$ cat config.mk
export PLATFORM = sky130hd
export DESIGN_NAME = wb_irq_regfile
export DESIGN_NICKNAME = d
export VERILOG_FILES = /design/src/rtl/xge_wb_pkg.sv /design/src/rtl/irq_pending_bank.sv /design/src/rtl/wb_irq_regfile.sv
export SDC_FILE = /design/constraint.sdc
export NUM_CORES = 1
export LEC_CHECK = 0
export CORE_ASPECT_RATIO = 1.2
export CORE_MARGIN = 2
export CORE_UTILIZATION = 25
export DETAILED_ROUTE_END_ITERATION = 7
export PLACE_DENSITY = 0.47
export SLEW_MARGIN = 0
export SYNTH_ARGS = -nofsm -noshare
export SYNTH_HDL_FRONTEND = slang
export SYNTH_SLANG_ARGS = --single-unit
$ cat constraint.sdc
create_clock -name wb_clk_i -period 4.5 [get_ports wb_clk_i]
set_input_delay 0.675 -clock wb_clk_i [delete_from_list [all_inputs] [get_ports wb_clk_i]]
set_output_delay 0.675 -clock wb_clk_i [all_outputs]
set_load 0.02 [all_outputs]
$ cat src/rtl/xge_wb_pkg.sv
// Shared definitions for the Wishbone interrupt register file.
//   - Byte offsets of every mapped register.
//   - Bus handshake state encoding.
//   - Width of the wait-state down-counter (covers WAIT_STATES up to 15).
package xge_wb_pkg;

    localparam int REG_CONFIG  = 32'h00;
    localparam int REG_PENDING = 32'h04;
    localparam int REG_RAW     = 32'h08;
    localparam int REG_MASK    = 32'h0C;
    localparam int REG_FORCE   = 32'h10;
    localparam int REG_VERSION = 32'h14;

    localparam int WAIT_CNT_W  = 4;

    typedef enum logic [1:0] {
        IDLE = 2'd0,
        WAIT = 2'd1,
        ACK  = 2'd2
    } wb_state_e;

endpackage

$ cat src/rtl/irq_pending_bank.sv
// Interrupt pending/mask bank.
//   clk, rst  : clock, synchronous active-high reset
//   irq_src   : level sources, already synchronous to clk
//   wr_data   : write data for MASK / FORCE
//   mask_we   : load MASK from wr_data at this edge
//   force_we  : OR wr_data into pending at this edge
//   pend_clr  : clear-on-read of pending at this edge
//   pending   : sticky pending bits
//   mask      : interrupt enable bits
//   irq       : registered |(pending & mask)
module irq_pending_bank #(
    parameter int N_SRC = 16
) (
    input  logic             clk,
    input  logic             rst,
    input  logic [N_SRC-1:0] irq_src,
    input  logic [N_SRC-1:0] wr_data,
    input  logic             mask_we,
    input  logic             force_we,
    input  logic             pend_clr,
    output logic [N_SRC-1:0] pending,
    output logic [N_SRC-1:0] mask,
    output logic             irq
);

    logic [N_SRC-1:0] src_q;
    logic [N_SRC-1:0] set_bits;

    // Rising edges and software force both set; a set landing on the
    // same edge as a clear-on-read survives so no event is lost.
    always_comb begin
        set_bits = irq_src & ~src_q;
        if (force_we)
            set_bits = set_bits | wr_data;
    end

    always_ff @(posedge clk) begin
        if (rst) begin
            src_q   <= '0;
            pending <= '0;
            mask    <= '0;
            irq     <= 1'b0;
        end else begin
            src_q   <= irq_src;
            pending <= (pend_clr ? '0 : pending) | set_bits;
            if (mask_we)
                mask <= wr_data;
            irq     <= |(pending & mask);
        end
    end

endmodule

$ cat src/rtl/wb_irq_regfile.sv
// Wishbone classic slave: CONFIG register plus an N_SRC-channel interrupt
// controller with programmable wait states.
//   wb_clk_i, wb_rst_i : clock, synchronous active-high reset
//   wb_adr_i           : byte address (word offset = wb_adr_i[ADR_W-1:2])
//   wb_cyc_i, wb_stb_i : bus cycle / strobe
//   wb_we_i, wb_dat_i  : write enable / write data
//   wb_dat_o, wb_ack_o : read data (0 outside ack) / one-cycle acknowledge
//   wb_int_o           : registered |(pending & mask)
//   irq_src_i          : level interrupt sources
//   cfg_o              : CONFIG register contents
module wb_irq_regfile
    import xge_wb_pkg::*;
#(
    parameter int          DATA_W      = 32,
    parameter int          ADR_W       = 8,
    parameter int          N_SRC       = 16,
    parameter int          WAIT_STATES = 0,
    parameter logic [31:0] VERSION     = 32'h0001_0000
) (
    input  logic              wb_clk_i,
    input  logic              wb_rst_i,
    input  logic [ADR_W-1:0]  wb_adr_i,
    input  logic              wb_cyc_i,
    input  logic              wb_stb_i,
    input  logic              wb_we_i,
    input  logic [DATA_W-1:0] wb_dat_i,
    output logic [DATA_W-1:0] wb_dat_o,
    output logic              wb_ack_o,
    output logic              wb_int_o,
    input  logic [N_SRC-1:0]  irq_src_i,
    output logic [DATA_W-1:0] cfg_o
);

    localparam int IDX_W = ADR_W - 2;
    localparam logic [IDX_W-1:0] IDX_CONFIG  = IDX_W'(REG_CONFIG  / 4);
    localparam logic [IDX_W-1:0] IDX_PENDING = IDX_W'(REG_PENDING / 4);
    localparam logic [IDX_W-1:0] IDX_RAW     = IDX_W'(REG_RAW     / 4);
    localparam logic [IDX_W-1:0] IDX_MASK    = IDX_W'(REG_MASK    / 4);
    localparam logic [IDX_W-1:0] IDX_VERSION = IDX_W'(REG_VERSION / 4);
    localparam logic [IDX_W-1:0] IDX_FORCE   = IDX_W'(REG_FORCE   / 4);

    wb_state_e             state;
    logic [WAIT_CNT_W-1:0] wait_cnt;
    logic [IDX_W-1:0]      adr_q;
    logic                  we_q;
    logic [DATA_W-1:0]     dat_q;
    logic [DATA_W-1:0]     cfg;
    logic [DATA_W-1:0]     rd_mux;
    logic [DATA_W-1:0]     pend_ext, mask_ext, raw_ext;
    logic [N_SRC-1:0]      pending, mask;
    logic [IDX_W-1:0]      adr_idx;
    logic                  req, go_ack, in_ack;
    logic                  wr_cfg, wr_mask, wr_force, pend_clr;
    logic                  unused_adr_lo;

    assign adr_idx       = wb_adr_i[ADR_W-1:2];
    assign unused_adr_lo = ^wb_adr_i[1:0];
    assign req           = wb_cyc_i & wb_stb_i;
    assign in_ack        = (state == ACK);
    assign cfg_o         = cfg;

    // Cycle in which the ack is scheduled: the next edge enters ACK.
    always_comb begin
        go_ack = 1'b0;
        if (state == IDLE && req && WAIT_STATES == 0)
            go_ack = 1'b1;
        else if (state == WAIT && req && wait_cnt == '0)
            go_ack = 1'b1;
    end

    // Side effects happen at the edge ending ACK, using the address/data
    // captured on entry so a master changing signals late cannot corrupt them.
    assign wr_cfg   = in_ack &  we_q & (adr_q == IDX_CONFIG);
    assign wr_mask  = in_ack &  we_q & (adr_q == IDX_MASK);
    assign wr_force = in_ack &  we_q & (adr_q == IDX_FORCE);
    assign pend_clr = in_ack & ~we_q & (adr_q == IDX_PENDING);

    always_comb begin
        pend_ext = '0;
        mask_ext = '0;
        raw_ext  = '0;
        pend_ext[N_SRC-1:0] = pending;
        mask_ext[N_SRC-1:0] = mask;
        raw_ext[N_SRC-1:0]  = irq_src_i;
        rd_mux   = '0;
        case (adr_idx)
            IDX_CONFIG:  rd_mux = cfg;
            IDX_PENDING: rd_mux = pend_ext;
            IDX_RAW:     rd_mux = raw_ext;
            IDX_MASK:    rd_mux = mask_ext;
            IDX_VERSION: rd_mux = DATA_W'(VERSION);
            default:     rd_mux = '0;
        endcase
    end

    always_ff @(posedge wb_clk_i) begin
        if (wb_rst_i) begin
            state    <= IDLE;
            wait_cnt <= '0;
            wb_ack_o <= 1'b0;
            wb_dat_o <= '0;
            adr_q    <= '0;
            we_q     <= 1'b0;
            dat_q    <= '0;
            cfg      <= '0;
        end else begin
            wb_ack_o <= go_ack;
            wb_dat_o <= go_ack ? rd_mux : '0;
            if (go_ack) begin
                adr_q <= adr_idx;
                we_q  <= wb_we_i;
                dat_q <= wb_dat_i;
            end
            case (state)
                IDLE: if (req) begin
                    state    <= (WAIT_STATES == 0) ? ACK : WAIT;
                    wait_cnt <= WAIT_CNT_W'(WAIT_STATES - 1);
                end
                WAIT: begin
                    if (!req)
                        state <= IDLE;
                    else if (wait_cnt == '0)
                        state <= ACK;
                    else
                        wait_cnt <= wait_cnt - 1'b1;
                end
                ACK:     state <= IDLE;
                default: state <= IDLE;
            endcase
            if (wr_cfg)
                cfg <= dat_q;
        end
    end

    irq_pending_bank #(.N_SRC(N_SRC)) u_bank (
        .clk      (wb_clk_i),
        .rst      (wb_rst_i),
        .irq_src  (irq_src_i),
        .wr_data  (dat_q[N_SRC-1:0]),
        .mask_we  (wr_mask),
        .force_we (wr_force),
        .pend_clr (pend_clr),
        .pending  (pending),
        .mask     (mask),
        .irq      (wb_int_o)
    );

endmodule

==> flow_summary.toml <==
[flow_run]
max_cap_violations = 0

[setup_path]
critPathLaunchType = "register"
crit_required_ns = 4.78
worstPathArrival_ns = 2.69
end_kind = "register"
critical_path_class = "register to register"
path_max_fanout = 15

[logic_synthesis]
synth.cell_area_um2 = 5530
ys_types = 29
yosysWarnings = 0
synth.most_common_cell = "dfxtp_1"
synth_area_per_cell_um2 = 9.76
synth-edff-count = 0
yosysTopAreaCellShare_pct = 55.8
synth_seq_cells = 154
syn-num-nets = 627
synthTopCellsByArea = "dfxtp_1, nand2_1, a21oi_1"
async_reset_ff_share_pct = 0
synth_common_cells = "dfxtp_1, nand2_1, a21oi_1"
synth_cells = 566
ys_seq_area_share_pct = 55.8
ys.flop_type = "dfxtp_1"
synth_top_area_cell = "dfxtp_1"

[detailed_routing]
routed_wl_um = 16300
drcViolationCount = 0
routed_via_density = 4.56
drt_iter0_markers = 169
drtPass1Iterations = 4
vias = 4399
wire_per_inst_um = 16.9
antenna_left = 0

[power]
p_leak_uw = 0.00267
powerDensity_nw_per_um2 = 382
peakVddDrop_mv = 0.200
total_power_uw = 2870

[outcome]
status = "complete, no violations"

[timing]
period_share_pct = 53.7
worst_pin_slew_ns = 1.13
period_minus_slack_ns = 2.42
hold_viol_final = 0
fin_setup_tns_ns = 0
max_freq_mhz = 414
final-max-slew-violation-count = 0
rsz0062_at_grt = "false"
finalSetupViolations = 0
relSlewSlack_pct = 24.5
fin_skew_ns = 0.0140

[place]
place_hpwl_um = 10600
io_buffers = 124
gp_congestion = 0.752

[clocking]
cts.sinks = 154
htreeDepth = 4
cts_hold_buffers = 0
cts.clk_slew.worst_paths_ns = 0.06
root_buffer = "clkbuf_16"
cts_buffer_depth = 2
cts_resized = 0
post_cts_buffers = 0
cts_tree = "built"
cts_buffers = 17
insertion_delay_ns = 0.42

[die]
num_io_pins = 127
die_width_um = 140
initial_core_util_pct = 25.5
coreArea_um2 = 21700
row_count = 59
die_h_um = 167
die_area_um2 = 23300

[layout]
final_util_pct = 34.7
syn_to_final_growth_pct = 36.3
multi_input_area_um2 = 2290
nNetsFinal = 740
drive_gt1_share_pct = 8.71
regArea_um2 = 3080
fill_cells = 2269

[global_route]
grt_max_degree = 66
antenna_found_initial = 0
grt_pass1_wl_um = 25100
grt_use_total_pct = 14.1
first_global_vias = 4524
overflow = 0

[hold_path]
holdCritPathClass = "register to register"
-- through the flow --
stage	std cells	hold WS (ns)	setup slack (ns)	cell area (um^2)
after CTS	963	0.449	2.03	7530
after global routing	963	0.462	1.91	7530
after global placement	934	0.436	1.66	7020
final	964	0.443	2.08	7530
after detailed placement	934	0.444	1.62	7020
after floorplan	566	0.432	2.55	5530
-- flip-flops by register name, indices dropped and copies added (netlist names) --
signal,flops
cfg_o,32
dat_q,32
wb_dat_o,32
u_bank.mask,16
u_bank.pending,16
u_bank.src_q,16
adr_q,6
state,1
u_bank.irq,1
wb_ack_o,1
we_q,1
-- worst max-delay path, stage by stage, from the launching register on --
cell and delay, ns:
dfxtp_1 0.44, nor4b_4 0.34, and4_1 1.00, buf_4 0.27, mux2i_1 0.18, nor2_1 0.05
-- cell type report --
cell class | instances | share of cell area, %
sequential | 154 | 41.0
multi-input combinational | 374 | 30.4
timing repair buffer | 132 | 17.3
antenna | 1 | 0.0332
clock inverter | 8 | 0.665
tap | 274 | 4.55
clock buffer | 21 | 6.12
-- report_power, final --
part	switching (uW)	internal (uW)	total [uW]
Sequential	28.9	1400	1430
Clock	538	721	1260
Combinational	85.5	98.4	184
Total	652	2220	2870
-- layout by cell type (no fill, tap or decap) --
| cell | netlist | layout |
|---|---|---|
| a21oi_1 | 72 | 72 |
| a221o_1 | 16 | 16 |
| a221oi_1 | 3 | 3 |
| a22o_1 | 3 | 3 |
| a22oi_1 | 2 | 2 |
| a31oi_1 | 2 | 1 |
| a31oi_2 | 0 | 1 |
| and2_1 | 16 | 16 |
| and3_1 | 17 | 17 |
| and4_1 | 1 | 1 |
| and4bb_2 | 1 | 1 |
| buf_4 | 2 | 9 |
| clkbuf_1 | 23 | 2 |
| clkbuf_16 | 0 | 17 |
| clkbuf_8 | 0 | 2 |
| clkdlybuf4s50_1 | 0 | 123 |
| clkinv_2 | 0 | 5 |
| clkinv_4 | 0 | 2 |
| clkinvlp_4 | 0 | 1 |
| dfxtp_1 | 154 | 154 |
| diode_2 | 0 | 1 |
| mux2i_1 | 16 | 16 |
| mux4_2 | 16 | 16 |
| nand2_1 | 147 | 147 |
| nand3_1 | 1 | 1 |
| nor2_1 | 20 | 19 |
| nor2_4 | 0 | 1 |
| nor2b_1 | 33 | 33 |
| nor3_2 | 1 | 1 |
| nor3b_2 | 1 | 1 |
| nor4_1 | 2 | 1 |
| nor4_2 | 0 | 1 |
| nor4b_1 | 1 | 1 |
| nor4b_4 | 1 | 1 |
| nor4bb_1 | 1 | 1 |
| or2_2 | 1 | 1 |
-- path summary, 6_finish.rpt --
check                           startpoint             end  depth (start not counted)  slack [ns]
worst min register to register   dat_q[23]       cfg_o[23]                          2        0.44
worst min-delay path             dat_q[23]       cfg_o[23]                          2        0.44
worst max register to register    state[1]  u_bank.mask[6]                          5        2.08
worst max-delay path              state[1]  u_bank.mask[6]                          5        2.08
-- layer usage --
| layer | part of all wire, % | vias to the layer above | track usage (%) | wire length, um |
|---|---|---|---|---|
| met2 | 50 | 128 | 24.3 | 8100 |
| met3 | 4.4 | 8 | 3.68 | 714 |
| met5 | 0 | - | 0 | 0 |
| li1 | - | 2155 | - | - |
| met1 | 45 | 2108 | 17.4 | 7370 |
| met4 | 0.53 | 0 | 3.91 | 86 |
-- logic make-up after synthesis --
| group | share of synthesized area [%] |
|---|---|
| compound gates | 10.9 |
| buf+inv | 3.10 |
| mux | 9.42 |
| simple gates | 20.8 |
| flops | 55.8 |
(Power assumes the default switching activity.)
